[config.mk]
export PLATFORM = sky130hd
export DESIGN_NAME = vga_timing_gen
export DESIGN_NICKNAME = d
export VERILOG_FILES = /design/src/rtl/vga_pkg.sv /design/src/rtl/vga_axis_counter.sv /design/src/rtl/vga_timing_gen.sv
export SDC_FILE = /design/constraint.sdc
export NUM_CORES = 1
export LEC_CHECK = 0
export BUFFER_PORTS_ARGS = -buffer_cell sky130_fd_sc_hd__buf_2
export CORE_AREA = 2 2 71 73
export CTS_BUF_LIST = sky130_fd_sc_hd__clkbuf_8
export CTS_CLUSTER_DIAMETER = 120
export DETAILED_ROUTE_END_ITERATION = 6
export DIE_AREA = 0 0 73 75
export GPL_ROUTABILITY_DRIVEN = 0
export PLACE_DENSITY = 0.85
export SKIP_CTS_REPAIR_TIMING = 1
export SYNTH_ARGS = -nofsm -noshare
export SYNTH_HDL_FRONTEND = slang
export SYNTH_SLANG_ARGS = --single-unit
[constraint.sdc]
create_clock -name clk -period 5 [get_ports clk]
set_clock_uncertainty 0.05 [all_clocks]
set_input_delay 0.5 -clock clk [delete_from_list [all_inputs] [get_ports clk]]
set_output_delay 0.5 -clock clk [all_outputs]
set_load 0.1 [all_outputs]
[src/rtl/vga_pkg.sv]
// Shared raster widths, default mode timings and the registered output bundle
// used by the VGA timing generator and its axis counters.
package vga_pkg;

    localparam int COORD_W    = 10;
    localparam int CNT_W      = 11;
    localparam int TOT_W      = CNT_W + 1;
    localparam int DIV_W      = 4;
    localparam int MAX_TOTAL  = 2048;
    localparam int MAX_ACTIVE = 1024;
    localparam int MAX_DIV    = 16;

    // 1024x768@60, pixel clock taken straight from the 64 MHz system clock
    localparam int XGA_H_ACTIVE = 1024;
    localparam int XGA_H_FP     = 24;
    localparam int XGA_H_SYNC   = 136;
    localparam int XGA_H_BP     = 160;
    localparam int XGA_V_ACTIVE = 768;
    localparam int XGA_V_FP     = 3;
    localparam int XGA_V_SYNC   = 6;
    localparam int XGA_V_BP     = 29;

    // 640x480@60, nominal 25.175 MHz pixel clock
    localparam int VGA_H_ACTIVE = 640;
    localparam int VGA_H_FP     = 16;
    localparam int VGA_H_SYNC   = 96;
    localparam int VGA_H_BP     = 48;
    localparam int VGA_V_ACTIVE = 480;
    localparam int VGA_V_FP     = 10;
    localparam int VGA_V_SYNC   = 2;
    localparam int VGA_V_BP     = 33;

    typedef struct packed {
        logic               visible;
        logic               hs;
        logic               vs;
        logic               line_start;
        logic               frame_start;
        logic [COORD_W-1:0] pix_x;
        logic [COORD_W-1:0] pix_y;
    } raster_out_t;

    function automatic logic apply_polarity(input logic level, input logic active_high);
        return active_high ? level : ~level;
    endfunction

endpackage

[src/rtl/vga_axis_counter.sv]
// One raster axis: a wrapping position counter plus decode of the active
// region and the sync window, all from the current (pre-increment) count.
module vga_axis_counter
    import vga_pkg::*;
(
    input  logic             clk_i,
    input  logic             rst_i,
    input  logic             en_i,
    input  logic [TOT_W-1:0] total_i,
    input  logic [TOT_W-1:0] active_i,
    input  logic [TOT_W-1:0] sync_start_i,
    input  logic [TOT_W-1:0] sync_end_i,
    output logic [CNT_W-1:0] cnt_o,
    output logic             wrap_o,
    output logic             in_active_o,
    output logic             in_sync_o
);

    logic [CNT_W-1:0] cnt_q;
    logic [CNT_W-1:0] cnt_d;
    logic [TOT_W-1:0] cnt_ext;
    logic             at_last;

    assign cnt_ext = {1'b0, cnt_q};
    assign at_last = (cnt_ext == (total_i - TOT_W'(1)));

    assign cnt_o       = cnt_q;
    assign wrap_o      = en_i && at_last;
    assign in_active_o = (cnt_ext < active_i);
    assign in_sync_o   = (cnt_ext >= sync_start_i) && (cnt_ext < sync_end_i);

    always_comb begin
        cnt_d = cnt_q;
        if (en_i) begin
            cnt_d = at_last ? '0 : cnt_q + CNT_W'(1);
        end
    end

    always_ff @(posedge clk_i or posedge rst_i) begin
        if (rst_i) begin
            cnt_q <= '0;
        end else begin
            cnt_q <= cnt_d;
        end
    end

endmodule

[src/rtl/vga_timing_gen.sv]
// Free-running raster timing generator: prescaled pixel tick, horizontal and
// vertical axis counters, and one registered, mutually aligned output set.
module vga_timing_gen
    import vga_pkg::*;
#(
    parameter int H_ACTIVE = XGA_H_ACTIVE,
    parameter int H_FP     = XGA_H_FP,
    parameter int H_SYNC   = XGA_H_SYNC,
    parameter int H_BP     = XGA_H_BP,
    parameter int V_ACTIVE = XGA_V_ACTIVE,
    parameter int V_FP     = XGA_V_FP,
    parameter int V_SYNC   = XGA_V_SYNC,
    parameter int V_BP     = XGA_V_BP,
    parameter int CLK_DIV  = 1
) (
    input  logic               clk,
    input  logic               reset,
    input  logic               polarity,
    output logic               hsync,
    output logic               vsync,
    output logic               visible,
    output logic [COORD_W-1:0] pix_x,
    output logic [COORD_W-1:0] pix_y,
    output logic               line_start,
    output logic               frame_start,
    output logic [7:0]         frame_cnt
);

    localparam int H_TOTAL = H_ACTIVE + H_FP + H_SYNC + H_BP;
    localparam int V_TOTAL = V_ACTIVE + V_FP + V_SYNC + V_BP;

    if (H_TOTAL > MAX_TOTAL || V_TOTAL > MAX_TOTAL ||
        H_ACTIVE > MAX_ACTIVE || V_ACTIVE > MAX_ACTIVE ||
        CLK_DIV < 1 || CLK_DIV > MAX_DIV) begin : g_bad_timing
        $error("vga_timing_gen: timing parameters out of range");
    end

    localparam logic [DIV_W-1:0] DIV_LAST = DIV_W'(CLK_DIV - 1);

    logic [DIV_W-1:0] div_cnt_q;
    logic [DIV_W-1:0] div_cnt_d;
    logic             tick;

    logic [CNT_W-1:0] h_cnt;
    logic [CNT_W-1:0] v_cnt;
    logic             h_wrap;
    logic             v_wrap_unused;
    logic             h_act;
    logic             v_act;
    logic             h_sync_win;
    logic             v_sync_win;

    raster_out_t      out_q;
    raster_out_t      out_d;
    logic [7:0]       frame_cnt_q;
    logic [7:0]       frame_cnt_d;
    logic             started_q;
    logic             started_d;
    logic             frame_top;

    assign tick      = (div_cnt_q == DIV_LAST);
    assign div_cnt_d = tick ? '0 : div_cnt_q + DIV_W'(1);

    vga_axis_counter u_h_axis (
        .clk_i        (clk),
        .rst_i        (reset),
        .en_i         (tick),
        .total_i      (TOT_W'(H_TOTAL)),
        .active_i     (TOT_W'(H_ACTIVE)),
        .sync_start_i (TOT_W'(H_ACTIVE + H_FP)),
        .sync_end_i   (TOT_W'(H_ACTIVE + H_FP + H_SYNC)),
        .cnt_o        (h_cnt),
        .wrap_o       (h_wrap),
        .in_active_o  (h_act),
        .in_sync_o    (h_sync_win)
    );

    // The vertical axis only advances on the tick that wraps the horizontal one.
    vga_axis_counter u_v_axis (
        .clk_i        (clk),
        .rst_i        (reset),
        .en_i         (h_wrap),
        .total_i      (TOT_W'(V_TOTAL)),
        .active_i     (TOT_W'(V_ACTIVE)),
        .sync_start_i (TOT_W'(V_ACTIVE + V_FP)),
        .sync_end_i   (TOT_W'(V_ACTIVE + V_FP + V_SYNC)),
        .cnt_o        (v_cnt),
        .wrap_o       (v_wrap_unused),
        .in_active_o  (v_act),
        .in_sync_o    (v_sync_win)
    );

    assign frame_top = (h_cnt == '0) && (v_cnt == '0);

    // Start pulses drop on every non-tick edge so they stay one clk wide.
    always_comb begin
        out_d             = out_q;
        out_d.line_start  = 1'b0;
        out_d.frame_start = 1'b0;
        frame_cnt_d       = frame_cnt_q;
        started_d         = started_q;
        if (tick) begin
            out_d.visible     = h_act && v_act;
            out_d.hs          = h_sync_win;
            out_d.vs          = v_sync_win;
            out_d.line_start  = (h_cnt == '0);
            out_d.frame_start = frame_top;
            out_d.pix_x       = h_act ? h_cnt[COORD_W-1:0] : '0;
            out_d.pix_y       = v_act ? v_cnt[COORD_W-1:0] : '0;
            if (frame_top) begin
                started_d = 1'b1;
                if (started_q) begin
                    frame_cnt_d = frame_cnt_q + 8'd1;
                end
            end
        end
    end

    always_ff @(posedge clk or posedge reset) begin
        if (reset) begin
            div_cnt_q   <= '0;
            out_q       <= '0;
            frame_cnt_q <= '0;
            started_q   <= 1'b0;
        end else begin
            div_cnt_q   <= div_cnt_d;
            out_q       <= out_d;
            frame_cnt_q <= frame_cnt_d;
            started_q   <= started_d;
        end
    end

    assign hsync       = apply_polarity(out_q.hs, polarity);
    assign vsync       = apply_polarity(out_q.vs, polarity);
    assign visible     = out_q.visible;
    assign pix_x       = out_q.pix_x;
    assign pix_y       = out_q.pix_y;
    assign line_start  = out_q.line_start;
    assign frame_start = out_q.frame_start;
    assign frame_cnt   = frame_cnt_q;

endmodule
==> summary.txt <==
Post-route DRC: 0
Worst-path clk slew: 0.07 ns
Core ar.: 4660 µm²
Comb pwr share: 1.8%
Diode count: 0
Sequential power share: 46.4%
Htree depth: 3
Post-Synthesis Cells: 287
Non-filler cells in the finished layout: 363
Synthesized cell area: 2940 µm²
Fin. Hold Viols: 7
RSZ-0062 raised after global routing: false
Sw frac: 19.3%
Root buffer cell: clkbuf_8
Mapped Avg Cell Area: 10.2 µm²
R2R cell count: 8
Int Pwr: 0.843 mW
P per Cell Area: 321 nW/µm²
Total Routing Usage GR: 23.6%
Die ar.: 5480 µm²
Crit. End Element: flip-flop
DR iter-0 viols: 166
First-pass GRT wire length: 9740 µm
Synth-to-layout area growth: 10.9%
Final Total Pwr: 1.05 mW
Share of cells above drive strength 1: 20.7%
Min-Delay Path Class: in2async
FP Rows: 25
Yosys reg bits: 60
WP data required: 5.22 ns
Worst-path fanout max: 19
Initial antenna violation count: 0
Pre-CTS setup slack: 2.57 ns
TritonCTS clock tree: done
Clock share of power: 51.8%
Syn_nets: 298
Vias in the first global route: 2028
Post-Route WL: 5910 µm
Net Sw Power: 0.202 mW
CP Launch Type: flip-flop
FMAX: 396 MHz
Top-area cell type share of the netlist area: 51.2%
Hold Slack: -0.00509 ns
Worst EP arrival: 2.75 ns
Clock period minus worst slack: 2.53 ns
Post-DP HPWL: 3750 µm
Nets: 315
Sequential fraction of the synthesis area: 51.2%
Final TNS setup: 0 ns
I/O pin count: 36
Reg2Reg Setup Slack: 2.47 ns
Final Cycle Share: 50.5%
CTS Buffer Depth: 2
Pre-Repair DR Iteration Count: 4
IO buf count: 35
Yosys warns: 0
Max-slew headroom: 32.0%
Fin. max-slew vios: 0
Die Width: 73 µm
Unique masters post-synth: 44
Synth area leader: dfrtp_1
Maximum VDD drop: 0.204 mV
Lkg Pwr: 1.59 nW
PnR worst setup slack: 2.47 ns
Worst slew pin tran: 1.02 ns
# clock sinks: 60
Via count: 2208
Gr ovfl total: 0
Top cells by area, synth: dfrtp_1 (51%), buf_4 (5.1%), xnor2_1 (5.1%)
Largest net degree at the start of global routing: 54
Dpl cells: 347
Clk_lat worst skew: 0.33 ns
DRT antenna net count: 0
Detailed-route vias per instance: 6.08
Die height: 75 µm
Wirelength per Cell: 16.3 µm
CTS Buf Count: 9
Violated checks: hold timing
Initial Utilization: 63.0%
Crit Path Category: reg2reg
Setup violations, final: 0
Status: finished with violations
Max_cap viols: 0
==> state kept, by name (all words and copies together), names as in the netlist <==
register and cells:
line_start 1, frame_cnt 8, u_h_axis.cnt_o 11, u_v_axis.cnt_o 11, frame_start 1, started_q 1, visible 1, out_q 2
pix_y 10, pix_x 10, div_cnt_q 4
==> power groups by stage <==
stage	clock network [mW]	registers, mW	logic, mW
2_1_floorplan	0	0.494	0.0141
3_3_place_gp	0	0.494	0.0192
3_5_place_dp	0	0.494	0.0191
4_1_cts	0.547	0.485	0.0192
5_1_grt	0.562	0.485	0.0209
6_report	0.542	0.485	0.0184
==> cell type report <==
class	instances	area (µm²)
fillers	316	1410
well taps	54	67.6
flip-flops and latches	60	1500
repair buffers	38	198
inverters	9	33.8
clock buffers	11	151
multi-input cells	186	1200
clock inverters	5	98.8
==> placed cells by master (no fill, tap or decap), types with 3 or more instances in the layout <==
cell,count
nand3b_1,8
nand2_1,37
nor3_1,4
o31ai_1,7
o21ai_0,17
ha_1,8
a22o_1,7
nand3_1,14
nor2_1,16
buf_4,3
nand4_1,9
a21oi_1,3
and4_1,6
and3_1,3
inv_1,9
dfrtp_1,60
xnor2_1,17
buf_2,35
bufinv_16,3
clkbuf_8,11
==> final timing paths <==
check | startpoint | endpoint
worst max register to register | div_cnt_q[0] | u_v_axis.cnt_o[3]
worst min-delay path | reset | frame_cnt[7]
min in group clk | pix_x[3] | pix_x[3]
worst max-delay path | div_cnt_q[0] | u_v_axis.cnt_o[3]
max in group asynchronous | reset | u_h_axis.cnt_o[8]
worst min register to register | pix_x[3] | pix_x[3]
==> synth_stat cells <==
library cell / count
dfrtp_1: 60
nand2_1: 37
buf_4: 20
o21ai_0: 17
xnor2_1: 17
nor2_1: 16
nand3_1: 14
clkbuf_1: 10
inv_1: 9
nand4_1: 9
ha_1: 8
nand3b_1: 8
a22o_1: 7
o31ai_1: 7
and4_1: 6
nor3_1: 4
a21oi_1: 3
and3_1: 3
a2111oi_0: 2
a31oi_1: 2
nand2b_1: 2
o41ai_1: 2
or4_4: 2
xor2_1: 2
a21o_1: 1
a22o_2: 1
a311o_1: 1
a311oi_1: 1
and2_1: 1
and2_2: 1
and4b_1: 1
buf_1: 1
buf_2: 1
mux2_2: 1
nand4b_1: 1
nor2b_1: 1
nor3_4: 1
nor3b_1: 1
nor3b_2: 1
nor4b_1: 1
o31a_2: 1
or2_2: 1
or4_1: 1
or4_2: 1
==> through the flow <==
stage / utilization, % / cell area [µm²]
global route: 69.8 / 3250
finish: 69.8 / 3250
CTS: 69.8 / 3250
global placement: 64.5 / 3000
floorplan: - / 2940
detailed placement: 64.5 / 3000
==> critical path: stages, from the launching register on <==
cell,delay (ns)
dfrtp_1,0.41
inv_1,0.07
ha_1,0.15
nor3b_2,0.16
buf_4,0.26
and3_1,0.29
nand2_1,0.25
or4_2,0.71
nand3_1,0.11
==> logic make-up (layout without fill, tap and decap cells) <==
logic type                 count (synthesis)  in the layout  synth area share (%)
buffers and inverters                     41             63                  7.84
muxes                                      1              1                 0.384
AOI/OAI and AO/OA                         45             45                  10.5
adders and majority gates                  8              8                  3.41
DFF                                       60             60                  51.2
and+or+nand+nor                          113            113                  21.1
xor gates and xnor gates                  19             19                  5.67
==> per-layer routing <==
layer | part of all wire [%] | GRT usage, % | up-vias
met2 | 49 | 35.6 | 93
met3 | 5.6 | 3.88 | 19
li1 | - | - | 1022
met5 | 0 | 0 | -
met4 | 2.5 | 15.2 | 0
met1 | 43 | 31.6 | 1074
(Power assumes the default switching activity.)
